--- src/rtl/fractal_frame_controller_if.sv ---
`default_nettype none
// ============================================================================
// Module  : fractal_frame_controller_if
// Purpose : Host configuration bus into the frame controller's shadow registers.
// Revision: 1.0
// ============================================================================
interface fractal_frame_controller_if;
   logic        cfg_we;
   logic [3:0]  cfg_addr;
   logic [31:0] cfg_wdata;
   logic        cfg_commit;

   modport master (output cfg_we, cfg_addr, cfg_wdata, cfg_commit);
   modport slave  (input  cfg_we, cfg_addr, cfg_wdata, cfg_commit);
endinterface
`default_nettype wire

--- src/rtl/fractal_frame_controller.sv ---
`default_nettype none
// ============================================================================
// Module  : fractal_frame_controller
// Purpose : Frame sequencer for fractal_generator: shadow/active config, restarts, cr/ci animation.
// Revision: 1.0
// ============================================================================
module fractal_frame_controller #(
   parameter int          RESET_CYCLES   = 4,
   parameter logic [15:0] DEFAULT_WIDTH  = 16'd384,
   parameter logic [15:0] DEFAULT_HEIGHT = 16'd216
) (
   input  logic                          clk,
   input  logic                          reset,
   input  logic                          enable,
   fractal_frame_controller_if.slave     cfg,
   input  logic                          gen_frame_start,
   output logic                          gen_resetn,
   output logic [15:0]                   width,
   output logic [15:0]                   height,
   output logic [31:0]                   cr,
   output logic [31:0]                   ci,
   output logic [31:0]                   dx,
   output logic [31:0]                   dy,
   output logic [31:0]                   x0,
   output logic [31:0]                   y0,
   output logic                          commit_pending,
   output logic [31:0]                   frame_count,
   output logic [1:0]                    state
);

   typedef enum logic [1:0] {
      ST_IDLE    = 2'd0,
      ST_RESTART = 2'd1,
      ST_RUN     = 2'd2
   } state_t;

   // Animation step and period travel with the committed set so a commit is fully atomic.
   typedef struct packed {
      logic [15:0] width;
      logic [15:0] height;
      logic [31:0] cr;
      logic [31:0] ci;
      logic [31:0] dx;
      logic [31:0] dy;
      logic [31:0] x0;
      logic [31:0] y0;
      logic [31:0] dcr;
      logic [31:0] dci;
      logic [15:0] anim_frames;
   } params_t;

   localparam int      RC_W         = (RESET_CYCLES > 1) ? $clog2(RESET_CYCLES) : 1;
   localparam params_t RESET_PARAMS = '{DEFAULT_WIDTH, DEFAULT_HEIGHT, 32'd0, 32'd0, 32'd0,
                                        32'd0, 32'd0, 32'd0, 32'd0, 32'd0, 16'd0};

   state_t          state_q, state_d;
   params_t         shadow_q, shadow_d;
   params_t         active_q, active_d;
   logic            pending_q, pending_d;
   logic [15:0]     anim_cnt_q, anim_cnt_d;
   logic            dir_neg_q, dir_neg_d;
   logic [31:0]     frame_count_q, frame_count_d;
   logic [RC_W-1:0] rst_cnt_q, rst_cnt_d;
   logic            do_copy;
   logic [15:0]     anim_cnt_inc;

   always_comb begin
      shadow_d      = shadow_q;
      state_d       = state_q;
      active_d      = active_q;
      pending_d     = pending_q;
      anim_cnt_d    = anim_cnt_q;
      dir_neg_d     = dir_neg_q;
      frame_count_d = frame_count_q;
      rst_cnt_d     = rst_cnt_q;
      do_copy       = 1'b0;
      anim_cnt_inc  = anim_cnt_q + 16'd1;

      if (cfg.cfg_we) begin
         case (cfg.cfg_addr)
            4'd0:    shadow_d.width       = cfg.cfg_wdata[15:0];
            4'd1:    shadow_d.height      = cfg.cfg_wdata[15:0];
            4'd2:    shadow_d.cr          = cfg.cfg_wdata;
            4'd3:    shadow_d.ci          = cfg.cfg_wdata;
            4'd4:    shadow_d.dx          = cfg.cfg_wdata;
            4'd5:    shadow_d.dy          = cfg.cfg_wdata;
            4'd6:    shadow_d.x0          = cfg.cfg_wdata;
            4'd7:    shadow_d.y0          = cfg.cfg_wdata;
            4'd8:    shadow_d.dcr         = cfg.cfg_wdata;
            4'd9:    shadow_d.dci         = cfg.cfg_wdata;
            4'd10:   shadow_d.anim_frames = cfg.cfg_wdata[15:0];
            default: ;
         endcase
      end

      if (cfg.cfg_commit) begin
         pending_d = 1'b1;
      end

      if (!enable) begin
         state_d = ST_IDLE;
      end else begin
         case (state_q)
            ST_IDLE: begin
               state_d       = ST_RESTART;
               do_copy       = 1'b1;
               frame_count_d = 32'd0;
               rst_cnt_d     = '0;
            end
            ST_RESTART: begin
               if (rst_cnt_q == RC_W'(RESET_CYCLES - 1)) begin
                  state_d = ST_RUN;
               end else begin
                  rst_cnt_d = rst_cnt_q + RC_W'(1);
               end
            end
            ST_RUN: begin
               if (gen_frame_start) begin
                  frame_count_d = frame_count_q + 32'd1;
                  if (pending_q || cfg.cfg_commit) begin
                     do_copy = 1'b1;
                     if ((shadow_q.width != active_q.width) ||
                         (shadow_q.height != active_q.height)) begin
                        state_d       = ST_RESTART;
                        frame_count_d = 32'd0;
                        rst_cnt_d     = '0;
                     end
                  end else if (active_q.anim_frames != 16'd0) begin
                     if (dir_neg_q) begin
                        active_d.cr = active_q.cr - active_q.dcr;
                        active_d.ci = active_q.ci - active_q.dci;
                     end else begin
                        active_d.cr = active_q.cr + active_q.dcr;
                        active_d.ci = active_q.ci + active_q.dci;
                     end
                     if (anim_cnt_inc == active_q.anim_frames) begin
                        anim_cnt_d = 16'd0;
                        dir_neg_d  = ~dir_neg_q;
                     end else begin
                        anim_cnt_d = anim_cnt_inc;
                     end
                  end
               end
            end
            default: state_d = ST_IDLE;
         endcase
      end

      // A copy always reads the pre-write shadow and restarts the ping-pong path.
      if (do_copy) begin
         active_d   = shadow_q;
         pending_d  = 1'b0;
         anim_cnt_d = 16'd0;
         dir_neg_d  = 1'b0;
      end
   end

   always_ff @(posedge clk) begin
      if (reset) begin
         state_q       <= ST_IDLE;
         shadow_q      <= RESET_PARAMS;
         active_q      <= RESET_PARAMS;
         pending_q     <= 1'b0;
         anim_cnt_q    <= 16'd0;
         dir_neg_q     <= 1'b0;
         frame_count_q <= 32'd0;
         rst_cnt_q     <= '0;
      end else begin
         state_q       <= state_d;
         shadow_q      <= shadow_d;
         active_q      <= active_d;
         pending_q     <= pending_d;
         anim_cnt_q    <= anim_cnt_d;
         dir_neg_q     <= dir_neg_d;
         frame_count_q <= frame_count_d;
         rst_cnt_q     <= rst_cnt_d;
      end
   end

   assign gen_resetn     = (state_q == ST_RUN);
   assign width          = active_q.width;
   assign height         = active_q.height;
   assign cr             = active_q.cr;
   assign ci             = active_q.ci;
   assign dx             = active_q.dx;
   assign dy             = active_q.dy;
   assign x0             = active_q.x0;
   assign y0             = active_q.y0;
   assign commit_pending = pending_q;
   assign frame_count    = frame_count_q;
   assign state          = state_q;

endmodule
`default_nettype wire
--- src/flat_wrapper.sv ---
// flat-port wrapper written by rule: the top's interface ports become plain ports
module fractal_frame_controller_flat 
#(
   parameter int          RESET_CYCLES   = 4,
   parameter logic [15:0] DEFAULT_WIDTH  = 16'd384,
   parameter logic [15:0] DEFAULT_HEIGHT = 16'd216
)
  (clk, reset, enable, gen_frame_start, gen_resetn, width, height, cr, ci, dx, dy, x0, y0, commit_pending, frame_count, state, cfg_cfg_we, cfg_cfg_addr, cfg_cfg_wdata, cfg_cfg_commit);
  fractal_frame_controller_if cfg_i ();
  input  logic clk;
  input  logic reset;
  input  logic enable;
  input  logic gen_frame_start;
  output logic gen_resetn;
  output logic [15:0] width;
  output logic [15:0] height;
  output logic [31:0] cr;
  output logic [31:0] ci;
  output logic [31:0] dx;
  output logic [31:0] dy;
  output logic [31:0] x0;
  output logic [31:0] y0;
  output logic commit_pending;
  output logic [31:0] frame_count;
  output logic [1:0] state;
  input wire logic [$bits(cfg_i.cfg_we)-1:0] cfg_cfg_we;
  input wire logic [$bits(cfg_i.cfg_addr)-1:0] cfg_cfg_addr;
  input wire logic [$bits(cfg_i.cfg_wdata)-1:0] cfg_cfg_wdata;
  input wire logic [$bits(cfg_i.cfg_commit)-1:0] cfg_cfg_commit;
  assign cfg_i.cfg_we = cfg_cfg_we;
  assign cfg_i.cfg_addr = cfg_cfg_addr;
  assign cfg_i.cfg_wdata = cfg_cfg_wdata;
  assign cfg_i.cfg_commit = cfg_cfg_commit;
  fractal_frame_controller #(.RESET_CYCLES(RESET_CYCLES), .DEFAULT_WIDTH(DEFAULT_WIDTH), .DEFAULT_HEIGHT(DEFAULT_HEIGHT)) u_core (.clk(clk), .reset(reset), .enable(enable), .cfg(cfg_i), .gen_frame_start(gen_frame_start), .gen_resetn(gen_resetn), .width(width), .height(height), .cr(cr), .ci(ci), .dx(dx), .dy(dy), .x0(x0), .y0(y0), .commit_pending(commit_pending), .frame_count(frame_count), .state(state));
endmodule
--- config.mk ---
export PLATFORM = sky130hd
export DESIGN_NAME = fractal_frame_controller_flat
export DESIGN_NICKNAME = d
export VERILOG_FILES = /design/src/rtl/fractal_frame_controller_if.sv /design/src/rtl/fractal_frame_controller.sv /design/src/flat_wrapper.sv
export SDC_FILE = /design/constraint.sdc
export NUM_CORES = 2
export LEC_CHECK = 0
export BUFFER_PORTS_ARGS = -buffer_cell sky130_fd_sc_hd__buf_4
export CAP_MARGIN = 15
export CORE_MARGIN = 2
export CORE_UTILIZATION = 50
export CTS_CLUSTER_SIZE = 14
export DETAILED_ROUTE_END_ITERATION = 12
export HOLD_SLACK_MARGIN = 0.06
export PLACE_DENSITY = 0.78
export REMOVE_ABC_BUFFERS = 1
export SYNTH_ARGS = -nofsm -noshare
export SYNTH_HDL_FRONTEND = slang
export SYNTH_SLANG_ARGS = --single-unit
--- constraint.sdc ---
create_clock -name clk -period 5 [get_ports clk]
set_clock_uncertainty 0.1 [all_clocks]
set_input_delay 1 -clock clk [delete_from_list [all_inputs] [get_ports clk]]
set_output_delay 1 -clock clk [all_outputs]
set_load 0.03 [all_outputs]
==> results.py <==
metrics = {
    "grt": {
        "grt_max_degree": 185,
        "grt_pass1_vias": 24270,
        "antenna_found_initial": 2,
        "grt.overflow.total": 0,
        "grt_pass1_wl_um": 131200,
        "grt_util_all_layers_pct": 25.53,
    },
    "timing": {
        "whs_ps": 344.4,
        "drv_slew": 0,
        "layout_setup_ws_ps": 586.2,
        "slew_headroom_pct": 40.13,
        "fin_crit_sh_pct": 88.28,
        "fmax_ghz": 0.2266,
        "setup_viol": 0,
        "period_minus_slack_ps": 4414,
        "worst_pin_slew_ps": 895.9,
        "rsz0062_at_grt": "no",
        "finalHoldViolCount": 0,
    },
    "pwr": {
        "p_clk_share_pct": 45.1,
        "p_sw_w": 0.003083,
        "ir_worst_vdd_v": 0.0004054,
        "swShare_pct": 25.81,
        "power_frac_comb_pct": 10.0,
        "total_leakage_power_nw": 12.53,
        "finalPower_w": 0.01195,
        "power.internal_w": 0.008864,
        "p_seq_share_pct": 44.9,
        "p_per_area_mw_per_mm2": 350.0,
    },
    "synth": {
        "synthesis.area_mm2": 0.03079,
        "synth_async_sr_flop_share_pct": 0,
        "synth_cells": 3999,
        "synth_edf_count": 0,
        "ys_types": 73,
        "synth_ff_type": "dfxtp_1",
        "synth.yosys.seq_area_share_pct": 43.05,
        "ys_warn_count": 0,
        "synth_area_per_cell_um2": 7.698,
        "synth.ff_latch_count": 662,
    },
    "setup_path": {
        "startpoint_type": "register",
        "cp_max_fo": 10,
        "reg2reg_from": "u_core.active_q[50]$_SDFFE_PP0P_",
        "worstSetupStartpoint": "u_core.active_q[50]$_SDFFE_PP0P_",
        "worst_ep_arrival_time_ps": 4840,
        "required_ps": 5420,
        "critPathCaptureType": "register",
        "crit_type": "reg -> reg",
    },
    "floorplan": {
        "start_util_pct": 50.82,
        "die_area_mm2": 0.06357,
        "die_width_um": 252.1,
        "row_count": 90,
        "ios": 302,
        "core_area_mm2": 0.06058,
        "die_h_um": 252.1,
    },
    "cells_and_area": {
        "layout_commonest_cell": "nand2_1",
        "fillers": 5495,
        "mostFrequentLayoutCells": "1153 x nand2_1, 661 x dfxtp_1, 660 x a21oi_1",
        "syn_to_final_growth_pct": 10.88,
        "final_cells": 4752,
        "drive_gt1_share_pct": 12.22,
        "nNetsFinal": 4025,
    },
    "cts": {
        "clk_path_buf_depth": 3,
        "cts_tree": "yes",
        "cts-htree-levels": 3,
        "cts_sinks": 662,
        "clk_latency_ps": 620,
        "cts-buffers-inserted": 72,
        "clk_pin_slew_ps": 60,
        "cts-root-buf": "clkbuf_16",
        "hold_buffers": 0,
        "cts_setup_buffers": 0,
        "cts_resized": 0,
    },
    "hold_path": {
        "hold_start": "u_core.shadow_q[44]$_SDFFE_PP0P_",
        "hold_class": "reg -> reg",
    },
    "routing": {
        "first_pass_iters": 5,
        "drc": 0,
        "first_iter_violations": 2284,
        "vias_per_cell": 5.544,
        "wl_per_cell_um": 17.65,
        "num_vias": 26340,
        "drt_wl_total_um": 83870,
        "ant_nets": 0,
    },
    "place": {
        "io_buffers": 301,
        "dp_hpwl_um": 54210,
        "place_ws_ps": 607.6,
        "gp_congestion": 0.8942,
        "place_inst": 4620,
    },
    "job": {
        "drv_cap": 0,
    },
    "status": {
        "status": "finished, final reports clean",
    },
}
## power by group through the flow
stage | registers [W] | logic (W) | clock network (W)
2_1_floorplan | 0.00549 | 0.000731 | 0
3_3_place_gp | 0.00547 | 0.00118 | 0
3_5_place_dp | 0.00547 | 0.00118 | 0
4_1_cts | 0.00536 | 0.00119 | 0.00547
5_1_grt | 0.00536 | 0.00131 | 0.00569
6_report | 0.00536 | 0.00120 | 0.00539
## cell families (layout without fill, tap and decap cells)
kind of cell | Yosys count | in the layout | synth area share (%)
AND/OR/NAND/NOR | 1589 | 1589 | 21.48
multiplexers | 24 | 24 | 0.7803
other | 0 | 1 | 0
adder cells (fa/ha/maj) | 69 | 69 | 2.853
XOR/XNOR | 204 | 204 | 5.828
flip-flops | 662 | 662 | 43.05
buffers and inverters | 543 | 513 | 9.417
AO/OA/AOI/OAI | 908 | 908 | 16.59
## layout make-up
class / instances / area, um^2 / share of cell area, %
antenna: 1 / 2.502 / 0.007331
clock buffer: 96 / 2002 / 5.865
clock inverter: 33 / 407.9 / 1.195
inverter: 45 / 168.9 / 0.4948
multi-input combinational: 2794 / 14690 / 43.02
sequential: 662 / 13250 / 38.83
tap: 782 / 978.4 / 2.866
timing repair buffer: 339 / 2635 / 7.719
## metrics by stage
step	util, %	setup TNS [ps]	cell area, um^2
3_5_place_dp	52.33	0	31700
6_report	56.34	0	34140
4_1_cts	56.30	0	34110
5_1_grt	56.34	0	34140
2_1_floorplan	-	-840450	28060
3_3_place_gp	52.33	0	31700
## synth_stat cells, types with 34 or more instances
cell type | count | area share [%]
clkbuf_1 | 247 | 3.0
nand4_1 | 34 | 0.69
xnor2_1 | 153 | 4.4
a22oi_1 | 45 | 1.1
nor3_1 | 52 | 0.85
ha_1 | 67 | 2.7
inv_1 | 45 | 0.55
nand3_1 | 36 | 0.59
xor2_1 | 50 | 1.4
dfxtp_1 | 662 | 43
a21oi_1 | 660 | 11
buf_4 | 224 | 5.5
nor2_1 | 175 | 2.1
o21ai_0 | 37 | 0.60
nand2_1 | 1154 | 14
## registers in the layout, summed over array words and instances, names as in the netlist
register	count
u_core.dir_neg_q	1
u_core.x0	32
u_core.shadow_q	304
u_core.frame_count	32
u_core.active_q	80
u_core.commit_pending	1
u_core.state	2
u_core.dx	32
u_core.dy	32
u_core.ci	32
u_core.rst_cnt_q	2
u_core.anim_cnt_q	16
u_core.width	16
u_core.y0	32
u_core.height	16
u_core.cr	32
## path summary, 6_finish.rpt
| check | endpoint | slack, ps | cells after the start |
|---|---|---|---|
| worst max-delay path | u_core.cr[30]$_SDFFE_PP0P_ | 590 | 16 |
| worst max register to register | u_core.cr[30]$_SDFFE_PP0P_ | 590 | 16 |
| worst min-delay path | u_core.active_q[44]$_SDFFE_PP0P_ | 340 | 2 |
| worst min register to register | u_core.active_q[44]$_SDFFE_PP0P_ | 340 | 2 |
## metal layers
| metal | wire [um] | part of all wire, % | vias to the layer above | track usage, % |
|---|---|---|---|---|
| met4 | 2663 | 3.2 | 0 | 9.349 |
| li1 | - | - | 12950 | - |
| met5 | 0 | 0 | - | 0 |
| met3 | 5768 | 6.9 | 138 | 4.871 |
| met2 | 39410 | 47 | 762 | 41.75 |
| met1 | 36030 | 43 | 12500 | 33.55 |
## worst max-delay path, stage by stage, from the launching register on
cell	delay (ps)
dfxtp_1	360
or4_1	600
nor2_1	190
nand3_1	150
nor3_1	340
nand4b_1	170
nor2_1	240
a21oi_1	120
xnor2_1	140
ha_1	410
inv_1	150
o21bai_1	90
a221o_1	340
a31o_2	240
a2111oi_0	390
a211oi_1	80
a211oi_1	200
Power figures use the tool's default switching activity.
